## config.mk

```make
export PLATFORM = sky130hd
export DESIGN_NAME = pipe_control
export DESIGN_NICKNAME = d
export VERILOG_FILES = /design/src/rtl/ctrl_pkg.sv /design/src/rtl/hazard_detect.sv /design/src/rtl/pipe_control.sv
export SDC_FILE = /design/constraint.sdc
export NUM_CORES = 1
export LEC_CHECK = 0
export ABC_AREA = 1
export CORE_MARGIN = 2
export CORE_UTILIZATION = 42
export DETAILED_ROUTE_END_ITERATION = 12
export PLACE_DENSITY = 0.83
export SLEW_MARGIN = 20
export SYNTH_ARGS = -nofsm -noshare
export SYNTH_HDL_FRONTEND = slang
export SYNTH_SLANG_ARGS = --single-unit
```

## constraint.sdc

```tcl
create_clock -name clk_i -period 2.3 [get_ports clk_i]
set_input_delay 0.575 -clock clk_i [delete_from_list [all_inputs] [get_ports clk_i]]
set_output_delay 0.575 -clock clk_i [all_outputs]
set_load 0.05 [all_outputs]
```

## src/rtl/ctrl_pkg.sv

```systemverilog
// ctrl_pkg: shared definitions for the MIPS-subset control path.
// Holds the opcode constants, ALUOp encodings, the bit positions of the
// 8-bit control bundle, and the packed bundle struct. The ALU-control and
// datapath blocks reuse the same struct.
package ctrl_pkg;

    localparam logic [5:0] OP_RTYPE = 6'b000000;
    localparam logic [5:0] OP_ADDI  = 6'b001000;
    localparam logic [5:0] OP_ORI   = 6'b001101;
    localparam logic [5:0] OP_LW    = 6'b100011;
    localparam logic [5:0] OP_SW    = 6'b101011;
    localparam logic [5:0] OP_BEQ   = 6'b000100;
    localparam logic [5:0] OP_J     = 6'b000010;

    localparam logic [1:0] ALUOP_RTYPE = 2'b00;
    localparam logic [1:0] ALUOP_ADD   = 2'b01;
    localparam logic [1:0] ALUOP_OR    = 2'b10;
    localparam logic [1:0] ALUOP_SUB   = 2'b11;

    // Bit positions inside the 8-bit bundle
    localparam int CB_REG_WRITE  = 0;
    localparam int CB_MEM_TO_REG = 1;
    localparam int CB_MEM_READ   = 2;
    localparam int CB_MEM_WRITE  = 3;
    localparam int CB_ALU_OP_LO  = 4;
    localparam int CB_ALU_OP_HI  = 5;
    localparam int CB_ALU_SRC    = 6;
    localparam int CB_REG_DST    = 7;

    // Field order matches the CB_* positions (MSB first)
    typedef struct packed {
        logic       reg_dst;
        logic       alu_src;
        logic [1:0] alu_op;
        logic       mem_write;
        logic       mem_read;
        logic       mem_to_reg;
        logic       reg_write;
    } ctrl_t;

    // Instructions that read rt as a source operand (sw reads rt as store data)
    function automatic logic uses_rt_src(input logic [5:0] op);
        return (op == OP_RTYPE) || (op == OP_BEQ) || (op == OP_SW);
    endfunction

endpackage

```

## src/rtl/hazard_detect.sv

```systemverilog
// hazard_detect: combinational load-use hazard detection.
// Ports:
//   i_ex_memread  MemRead of the instruction currently in ID/EX
//   i_ex_rt       destination (rt) of the instruction in ID/EX
//   i_op          opcode in ID
//   i_rs, i_rt    source fields in ID
//   o_stall       hold PC and IF/ID, bubble ID/EX
module hazard_detect
    import ctrl_pkg::*;
#(
    parameter int HAZARD_EN = 1
) (
    input  logic       i_ex_memread,
    input  logic [4:0] i_ex_rt,
    input  logic [5:0] i_op,
    input  logic [4:0] i_rs,
    input  logic [4:0] i_rt,
    output logic       o_stall
);

    logic w_rs_hit;
    logic w_rt_hit;
    logic w_hazard;

    // j carries target bits in the rs field, so it must not match on rs
    assign w_rs_hit = (i_ex_rt == i_rs) && (i_op != OP_J);
    assign w_rt_hit = (i_ex_rt == i_rt) && uses_rt_src(i_op);
    // $zero is never a real dependency
    assign w_hazard = i_ex_memread && (i_ex_rt != 5'd0) && (w_rs_hit || w_rt_hit);

    assign o_stall = (HAZARD_EN != 0) ? w_hazard : 1'b0;

endmodule

```

## src/rtl/pipe_control.sv

```systemverilog
// pipe_control: pipelined main control for the MIPS-subset CPU.
// Decodes the ID opcode into the control bundle, carries it through
// ID/EX, EX/MEM and MEM/WB, inserts load-use bubbles and resolves beq/j in ID.
// Ports:
//   clk_i, rst_i       clock (rising edge), async active-low reset
//   op_i, rs_i, rt_i   ID instruction fields; eq_i = (rs == rt) from ID
//   id_ctrl_o          combinational bundle, zero-extended to CTRL_W
//   ex_ctrl_o          {RegDst, ALUSrc, ALUOp} from ID/EX
//   mem_ctrl_o         {MemWrite, MemRead} from EX/MEM
//   wb_ctrl_o          {MemtoReg, RegWrite} from MEM/WB
//   stall_o, branch_o, jump_o, flush_o   hazard and PC control
//   illegal_o          sticky unknown-opcode flag
module pipe_control
    import ctrl_pkg::*;
#(
    parameter int CTRL_W    = 32,
    parameter int HAZARD_EN = 1,
    parameter int BRANCH_EN = 1
) (
    input  logic              clk_i,
    input  logic              rst_i,
    input  logic [5:0]        op_i,
    input  logic [4:0]        rs_i,
    input  logic [4:0]        rt_i,
    input  logic              eq_i,
    output logic [CTRL_W-1:0] id_ctrl_o,
    output logic [3:0]        ex_ctrl_o,
    output logic [1:0]        mem_ctrl_o,
    output logic [1:0]        wb_ctrl_o,
    output logic              stall_o,
    output logic              branch_o,
    output logic              jump_o,
    output logic              flush_o,
    output logic              illegal_o
);

    ctrl_t      w_dec;
    logic [7:0] w_dec_bits;
    logic       w_illegal_op;
    logic       w_stall;

    logic [7:0] r_idex;
    logic [4:0] r_ex_rt;
    logic [3:0] r_exmem;    // {MemWrite, MemRead, MemtoReg, RegWrite}
    logic [1:0] r_memwb;    // {MemtoReg, RegWrite}
    logic       r_illegal;

    always_comb begin
        w_dec        = '0;
        w_illegal_op = 1'b0;
        case (op_i)
            OP_RTYPE: begin
                w_dec.reg_dst   = 1'b1;
                w_dec.alu_op    = ALUOP_RTYPE;
                w_dec.reg_write = 1'b1;
            end
            OP_ADDI: begin
                w_dec.alu_src   = 1'b1;
                w_dec.alu_op    = ALUOP_ADD;
                w_dec.reg_write = 1'b1;
            end
            OP_ORI: begin
                w_dec.alu_src   = 1'b1;
                w_dec.alu_op    = ALUOP_OR;
                w_dec.reg_write = 1'b1;
            end
            OP_LW: begin
                w_dec.alu_src    = 1'b1;
                w_dec.alu_op     = ALUOP_ADD;
                w_dec.mem_read   = 1'b1;
                w_dec.mem_to_reg = 1'b1;
                w_dec.reg_write  = 1'b1;
            end
            OP_SW: begin
                w_dec.alu_src   = 1'b1;
                w_dec.alu_op    = ALUOP_ADD;
                w_dec.mem_write = 1'b1;
            end
            OP_BEQ: begin
                w_dec.alu_op = ALUOP_SUB;
            end
            OP_J: begin
                w_illegal_op = 1'b0;
            end
            default: begin
                w_illegal_op = 1'b1;
            end
        endcase
    end

    assign w_dec_bits = w_dec;

    always_comb begin
        id_ctrl_o      = '0;
        id_ctrl_o[7:0] = w_dec_bits;
    end

    hazard_detect #(
        .HAZARD_EN(HAZARD_EN)
    ) u_hazard_detect (
        .i_ex_memread(r_idex[CB_MEM_READ]),
        .i_ex_rt     (r_ex_rt),
        .i_op        (op_i),
        .i_rs        (rs_i),
        .i_rt        (rt_i),
        .o_stall     (w_stall)
    );

    // A stalled beq/j is re-evaluated next cycle, so stall masks both
    assign stall_o  = w_stall;
    assign branch_o = (BRANCH_EN != 0) && (op_i == OP_BEQ) && eq_i && !w_stall;
    assign jump_o   = (BRANCH_EN != 0) && (op_i == OP_J) && !w_stall;
    assign flush_o  = branch_o || jump_o;

    always_ff @(posedge clk_i or negedge rst_i) begin
        if (!rst_i) begin
            r_idex    <= '0;
            r_ex_rt   <= '0;
            r_exmem   <= '0;
            r_memwb   <= '0;
            r_illegal <= 1'b0;
        end else begin
            if (w_stall) begin
                r_idex  <= '0;
                r_ex_rt <= '0;
            end else begin
                r_idex  <= w_dec_bits;
                r_ex_rt <= rt_i;
            end
            r_exmem <= {r_idex[CB_MEM_WRITE], r_idex[CB_MEM_READ],
                        r_idex[CB_MEM_TO_REG], r_idex[CB_REG_WRITE]};
            r_memwb <= r_exmem[1:0];
            if (w_illegal_op) begin
                r_illegal <= 1'b1;
            end
        end
    end

    assign ex_ctrl_o  = {r_idex[CB_REG_DST], r_idex[CB_ALU_SRC],
                         r_idex[CB_ALU_OP_HI:CB_ALU_OP_LO]};
    assign mem_ctrl_o = r_exmem[3:2];
    assign wb_ctrl_o  = r_memwb;
    assign illegal_o  = r_illegal;

endmodule

```

**After elaboration in Yosys (flattened, before gate mapping)**

Cells that the tools add are included.

- Muxes and demuxes: 8
- Equal/unequal tests: 9
- Reduce and logical (&&, ||, !) cells: 18

Operator list:

| cell | count |
|---|---|
| == test 6 x 4 -> 1 bit, second input constant | 2 |
| == test 6 bit, second input constant | 2 |
| == test 5 bit | 2 |
| two-way mux 8 bit | 1 |
| OR reduction 4 bit | 2 |
| logical AND 1 bit | 7 |
| OR reduction 7 bit | 1 |
| == test 6 x 2 -> 1 bit, second input constant | 1 |
| == test 6 x 3 -> 1 bit, second input constant | 1 |
| logical NOT 6 bit | 1 |
| inequality test 6 x 2 -> 1 bit, second input constant | 1 |
| case mux 2 bit (3 select lines) | 1 |
| two-way mux 5 bit | 1 |
| nonzero test 5 bit | 1 |
| logical OR 1 bit | 4 |
| two-way mux 1 bit | 4 |
| OR reduction 3 bit | 1 |
| two-way mux 2 bit | 1 |
| logical NOT 1 bit | 1 |

- Output and inout bits: 45
- Logic and storage cells: 40
- Input port bits: 19
- Bits in registers: 20

**Longest topological paths before layout**

Gate-level depths: netlist of the first run.

- Word-level depth: 9
- Depth in mapped cells: 11
- Gate-level depth less buffers: 10

**By module**

A second synthesis of the first run with hierarchy kept.

- Cells, all modules: 165
- Area total of the unflattened synthesis: 1201.2 um^2

By module, submodules not included:

| module | instances | cells an instance | sequential area each (um^2) | area each (um^2) |
|---|---|---|---|---|
| pipe_control | 1 | 117 | 450.4 | 974.7 |
| hazard_detect | 1 | 48 | 0.0 | 226.5 |

**Worst setup path before layout of the first run**

OpenSTA, ideal clock, no wires.

- Kind: in2out
- Start point: input op_i[1]
- End point: output id_ctrl_o[0]
- Stages on the path: 5
- Setup slack: -0.371 ns
- Buffers on the path: 0
- Data required time: 1.725 ns
- Arrival: 2.096 ns
- Cell sequence: nor2_1 > nand3_2 > nor2_1 > nor2_1 > nand3_1

- Cells in the longest elaborated chain, start to end: 3
- Elaborated cells between the ends (all ways): 6
- Those cells by class: eq/ne (3); mux (1); reduce/logical (2)

Ends and longest elaborated chain:

| item | line | source |
|---|---|---|
| start: declaration | pipe_control.sv:22 | `input logic [5:0] op_i,` |
| == test 6 bit, or another cell as far along | pipe_control.sv:51 | `case (op_i)` |
| OR reduction 4 bit (no line) (*) | -- |  |
| two-way mux 1 bit (*) | pipe_control.sv:51 |  |
| end: declaration | pipe_control.sv:26 | `output logic [CTRL_W-1:0] id_ctrl_o,` |

Mark *: on every way between the ends. The rest lies on a longest branch, timed or not.

**Final worst setup path of the first run**

- Start point: input rs_i[2]
- End point: output flush_o

- Cells in the longest elaborated chain, start to end: 7
- Elaborated cells between the ends (all ways): 8
- Those cells by class: eq/ne (1); reduce/logical (7)

Ends and longest elaborated chain:

| item | line | source |
|---|---|---|
| start: declaration | pipe_control.sv:23 | `input logic [4:0] rs_i,` |
| == test 5 bit (*) | hazard_detect.sv:26 | `assign w_rs_hit = (i_ex_rt == i_rs) && (i_op != OP_J);` |
| logical AND 1 bit (*) | hazard_detect.sv:26 |  |
| logical OR 1 bit (*) | hazard_detect.sv:29 | `assign w_hazard = i_ex_memread && (i_ex_rt != 5'd0) && (w_rs_hit \|\| w_rt_hit);` |
| logical AND 1 bit (*) | hazard_detect.sv:29 |  |
| logical NOT 1 bit (*) | pipe_control.sv:111, pipe_control.sv:112 |  |
| logical AND 1 bit, on equally long branches | pipe_control.sv:111, pipe_control.sv:112 |  |
| logical OR 1 bit (*) | pipe_control.sv:113 | `assign flush_o = branch_o \|\| jump_o;` |
| end: declaration | pipe_control.sv:33 | `output logic flush_o,` |

Marked as above.

==> impl_metrics.py, run 1 <==
metrics = {
    "die": {
        "io_pins": 64,
        "fp.dieH_um": 58.3,
        "die-area_um2": 3390,
        "start_util": 0.444,
        "core_area_um2": 2780,
        "die_width_um": 58.3,
        "rows": 19,
    },
    "global_route": {
        "grt_max_degree": 19,
        "antenna_found_initial": 0,
        "grt.overflow.total": 0,
        "grt_pass1_wl_um": 4330,
        "grt_pass1_vias": 1005,
        "track_usage": 0.172,
    },
    "final_layout": {
        "final_common_cell": "conb_1",
        "stdcell_count": 232,
        "mostFrequentLayoutCells": "24 x conb_1, 22 x inv_1, 21 x buf_4",
        "nFillCells": 222,
        "drive_above_1_share": 0.408,
        "syn2layout_area_growth_pct": 50.2,
        "final-seq-area_um2": 450,
        "nNetsFinal": 221,
        "diodes": 0,
        "multiInputGateArea_um2": 607,
        "fin_area_um2": 1860,
    },
    "timing": {
        "hold_viol": 0,
        "hold_slack_ps": 359,
        "setup_viol": 0,
        "fmax_mhz": 450,
        "worst_pin_slew_ps": 498,
        "rsz0062_at_grt": "no",
        "slew_headroom": 0.667,
        "slew_viol_final": 0,
        "min_period_ps": 2220,
        "post-route-period-util": 0.967,
        "skew_ps": 5.62,
        "fin_setup_tns_ps": 0,
    },
    "setup_path": {
        "end_kind": "output pin",
        "cp_slowest_stage_delay_ps": 240,
        "rrSetupSlack_ps": 740,
        "r2r_start": "r_ex_rt[2]",
        "startpoint_type": "input port",
        "arrival_ps": 1650,
        "rr_worst_depth": 9,
        "crit_path_cell_trace": "dlygate4sd2_1 > xnor2_1 > nand2_1 > nor2_2 > nand2_2 > nand2_2 > nand2_4 > nand2_4 > nand2_4 > buf_12",
        "critical_path_class": "in2out",
        "cp_max_fo": 3,
        "slowest_stage": "dlygate4sd2_1",
        "crit_buf_inv": 2,
        "critPathTopFamily": "simple AND/OR/NAND/NOR gates",
        "cp_common_cell": "nand2_4",
        "cp.required_ps": 1730,
        "reg2reg_to": "r_ex_rt[4]",
    },
    "power_and_ir_drop": {
        "p_leak_nw": 1.00,
        "max-vdd-ir-drop_mv": 0.293,
        "p_per_area_nw_per_um2": 417,
    },
    "logic_synthesis": {
        "ys_ff_latch": 18,
        "yosysWarnings": 0,
        "synth-seq-area-share": 0.364,
        "synth_cell_types": 20,
        "syn_avg_cell_area_um2": 8.47,
        "syn_area_um2": 1240,
        "synth_cells": 146,
    },
    "place": {
        "io_buffers": 39,
        "dp.cells": 225,
        "dpl-instance-area_um2": 1760,
        "gp_congestion": 0.782,
        "dp_hpwl_um": 1940,
    },
    "routing": {
        "drc_errors": 0,
        "firstDrtPassIters": 4,
        "ant_nets": 0,
        "drt-vias-per-instance": 4.31,
        "drt_iter0_drc": 14,
        "vias": 1001,
        "wl_per_cell_um": 11.6,
        "wirelength_um": 2700,
    },
    "worst_hold_path": {
        "hold_end": "r_exmem[0]",
        "min_from": "r_idex[0]",
        "hold_class": "reg2reg",
        "hold_path_depth": 0,
    },
    "clock_tree": {
        "cts_sinks": 18,
        "clk-insertion-delay-late_ps": 300,
        "clkSlewWorstSetupHoldPaths_ps": 100,
        "cts_htree_levels": 1,
        "cts-root-buf": "clkbuf_4",
        "cts_tree": "built",
        "cts_buffers": 3,
        "postCtsHoldBufs": 0,
        "ctsLongestPathBuffers": 2,
    },
    "outcome": {
        "outcome": "finished clean",
    },
    "run": {
        "cap_violations": 0,
    },
}
==> kinds of logic (layout without fill, tap and decap cells) <==
kind of cell           Yosys count  count (layout)  synth area share
buffers and inverters           57              89             0.280
flip-flops                      18              18             0.364
AND/OR/NAND/NOR                 61              61             0.289
other                            1              24           0.00303
AO/OA/AOI/OAI                    2               2            0.0132
XOR/XNOR                         7               7            0.0496
==> registers in the layout (all words and copies together), names as in the netlist <==
register,count
wb_ctrl_o,2
illegal_o,1
r_exmem,3
r_idex,7
r_ex_rt,5
==> metal layers <==
metal	global-route usage	part of all wire	vias up
li1	-	-	489
met1	0.173	0.34	463
met2	0.317	0.55	44
met3	0.0379	0.082	5
met4	0.106	0.024	0
met5	0	0	-
==> cell usage after synthesis <==
library cell | n | area share
buf_12 | 1 | 0.016
buf_4 | 31 | 0.19
and2_1 | 1 | 0.0051
nand3_1 | 6 | 0.024
conb_1 | 1 | 0.0030
nor2_2 | 6 | 0.030
nand3_2 | 3 | 0.024
inv_2 | 2 | 0.0061
xor2_1 | 4 | 0.028
dfrtp_1 | 18 | 0.36
nor3_1 | 2 | 0.0081
inv_1 | 23 | 0.070
nand4_1 | 1 | 0.0051
nor2_1 | 12 | 0.036
xnor2_1 | 3 | 0.021
a21boi_0 | 1 | 0.0061
nand2_1 | 16 | 0.049
nand2_2 | 5 | 0.025
nor2_4 | 9 | 0.082
a31o_2 | 1 | 0.0071
==> worst register-to-register path: cells and delay by family, from the launching register on <==
family	cells	cell delay [ps]
DFF	1	430
and+or+nand+nor	6	490
buffers and inverters	2	380
xor gates and xnor gates	1	170
==> through the flow <==
| step | worst slack, ps | total power [mW] | utilization |
|---|---|---|---|
| 6_report | 76.3 | 0.774 | 0.668 |
| 4_1_cts | 10.5 | 0.775 | 0.666 |
| 3_3_place_gp | -293 | 0.575 | 0.634 |
| 5_1_grt | 11.0 | 0.813 | 0.668 |
| 3_5_place_dp | -359 | 0.578 | 0.634 |
| 2_1_floorplan | 2.88 | 0.528 | - |
==> worst max path at each step <==
stage | start | end | slack, ps | depth (start not counted)
2_1_floorplan | op_i[2] | branch_o | 3 | 9
3_3_place_gp | op_i[4] | id_ctrl_o[0] | -290 | 8
3_5_place_dp | op_i[4] | id_ctrl_o[0] | -360 | 8
4_1_cts | rt_i[4] | flush_o | 10 | 12
5_1_grt | rs_i[3] | flush_o | 10 | 10
6_report | rs_i[2] | flush_o | 80 | 10
==> report_power, final <==
group	internal, mW	switching, mW	leakage (nW)
Sequential	0.325	0.00611	0.233
Clock	0.0967	0.102	0.0210
Combinational	0.0718	0.173	0.748
Total	0.494	0.281	1.00
==> final cells by class <==
class	count	area share
repair buffers	60	0.338
clock buffers	4	0.0195
inverters	25	0.0519
well taps	31	0.0209
multi-input cells	94	0.327
flip-flops and latches	18	0.243
==> timing repair <==
item	4_1_cts	5_1_grt
pin swaps	15	18
endpoints found under the setup margin	11	7
resized for setup	39	16
buffers inserted	2	1
Power figures use the tool's default switching activity.
==> run 2: changes to the inputs <==
--- a/config.mk
+++ b/config.mk
@@ -6,7 +6,6 @@
 export NUM_CORES = 1
 export LEC_CHECK = 0
 export ABC_AREA = 1
-export CORE_MARGIN = 2
 export CORE_UTILIZATION = 42
 export DETAILED_ROUTE_END_ITERATION = 12
 export PLACE_DENSITY = 0.83
==> impl_metrics.py, run 2 (synthesis results as in run 1) <==
metrics = {
    "outcome": {
        "outcome": "finished clean",
    },
    "place": {
        "post-place-ws_ps": -309,
        "io_buffers": 39,
        "dp_hpwl_um": 1900,
        "dpl-instance-area_um2": 1760,
        "dp.cells": 225,
        "gp_congestion": 0.766,
    },
    "clock_tree": {
        "clk-insertion-delay-late_ps": 280,
        "cts_buffers": 3,
        "ctsLongestPathBuffers": 2,
        "cts_htree_levels": 1,
        "cts_sinks": 18,
        "cts_tree": "built",
        "clkSlewWorstSetupHoldPaths_ps": 100,
        "cts-root-buf": "clkbuf_4",
    },
    "setup_path": {
        "rr_worst_depth": 9,
        "critPathTopFamily": "simple AND/OR/NAND/NOR gates",
        "cp_common_cell": "nand2_2",
        "arrival_ps": 1650,
        "startpoint_type": "input port",
        "cp_max_fo": 5,
        "r2r_start": "r_ex_rt[2]",
        "cp_num_cells": 11,
        "critical_path_class": "in2out",
        "slowest_stage": "clkdlybuf4s15_2",
        "crit_buf_inv": 2,
        "rrSetupSlack_ps": 750,
        "reg2reg_to": "r_ex_rt[4]",
        "cp_slowest_stage_delay_ps": 250,
        "cp.required_ps": 1730,
        "crit_path_cell_trace": "clkdlybuf4s15_2 > nor2_4 > nand2_2 > nor2_4 > nor2_2 > nand2_2 > nand2_2 > nand2_4 > nand2_4 > nand2_2 > buf_12",
        "end_kind": "output pin",
    },
    "final_layout": {
        "top_register": "r_idex",
        "biggestRegsByFlops": "r_idex (7), r_ex_rt (5), r_exmem (3)",
        "drive_above_1_share": 0.379,
        "stdcell_count": 229,
        "fin_area_um2": 1810,
        "largest_reg_flops": 7,
        "mostFrequentLayoutCells": "24 x conb_1, 22 x inv_1, 18 x dfrtp_1, 18 x buf_4, 14 x nand2_1",
        "final_common_cell": "conb_1",
        "nNetsFinal": 218,
        "nFillCells": 231,
        "post-route-util": 0.652,
        "syn2layout_area_growth_pct": 46.8,
        "diodes": 0,
    },
    "routing": {
        "wl_per_cell_um": 10.1,
        "ant_nets": 0,
        "firstDrtPassIters": 4,
        "drt-vias-per-instance": 4.16,
        "drc_errors": 0,
        "vias": 953,
        "drt_iter0_drc": 7,
        "wirelength_um": 2320,
    },
    "timing": {
        "fmax_mhz": 449,
        "min_period_ps": 2220,
        "post-route-period-util": 0.967,
        "hold_viol": 0,
        "setup_viol": 0,
        "fin_ws_ps": 75.1,
        "skew_ps": 1.70,
        "slew_viol_final": 0,
    },
    "die": {
        "die-area_um2": 3160,
        "io_pins": 64,
        "rows": 19,
        "core_area_um2": 2780,
        "die_width_um": 56.3,
        "fp.dieH_um": 56.3,
        "start_util": 0.444,
    },
    "power_and_ir_drop": {
        "p_leak_nw": 0.980,
        "p_per_area_nw_per_um2": 419,
        "max-vdd-ir-drop_mv": 0.255,
    },
    "global_route": {
        "grt_pass1_wl_um": 3830,
        "track_usage": 0.157,
        "grt_max_degree": 19,
        "grt_pass1_vias": 946,
        "grt.overflow.total": 0,
        "antenna_found_initial": 0,
    },
    "worst_hold_path": {
        "hold_end": "wb_ctrl_o[0]",
        "hold_class": "reg2reg",
        "hold_path_depth": 0,
        "min_from": "r_exmem[0]",
    },
    "run": {
        "cap_violations": 0,
    },
}
run 2: cell type report:
type                    count  area (µm²)  area share
repair buffers             57         617       0.340
multi-input cells          94         578       0.319
flip-flops and latches     18         450       0.248
inverters                  25        93.8      0.0517
well taps                  31        38.8      0.0214
clock buffers               4        36.3      0.0200
run 2: how the worst max path moves through the flow:
stage / start / end
2_1_floorplan: op_i[2] / branch_o
3_3_place_gp: op_i[4] / id_ctrl_o[0]
3_5_place_dp: op_i[2] / branch_o
4_1_cts: op_i[4] / flush_o
5_1_grt: op_i[5] / flush_o
6_report: op_i[2] / flush_o
run 2: timing repair:
item | 4_1_cts | 5_1_grt
setup buffers | 0 | 0
gates resized for setup | 32 | 11
setup endpoints to repair | 12 | 7
hold buffers | 0 | 0
pin swaps | 13 | 8
hold endpoints to repair | 0 | 0
run 2: worst register-to-register path, stage by stage (launching register included):
cell and delay (ps):
dfrtp_1 430, xnor2_1 170, nand2_1 80, nor2_2 110, nand2_2 70, nand2_2 90, nand2_4 70, inv_2 90
buf_4 270, nor2_1 70
run 2: power breakdown:
group          internal, mW  switching, mW  total (mW)
combinational        0.0695          0.168       0.238
clock                0.0963         0.0953       0.192
sequential            0.325        0.00579       0.331
run 2: metal layers:
layer  track usage  vias up  part of all wire
li1              -      480                 -
met1         0.173      426              0.40
met2         0.274       43              0.51
met3        0.0415        4             0.068
met4        0.0871        0             0.020
met5             0        -                 0
run 2: metrics by stage:
step           hold WS, ps  setup TNS, ps  total power, mW
2_1_floorplan          279              0            0.528
6_report               356              0            0.760
4_1_cts                359              0            0.764
5_1_grt                369          -4.07            0.796
3_5_place_dp           335          -2330            0.578
3_3_place_gp           334          -2060            0.575
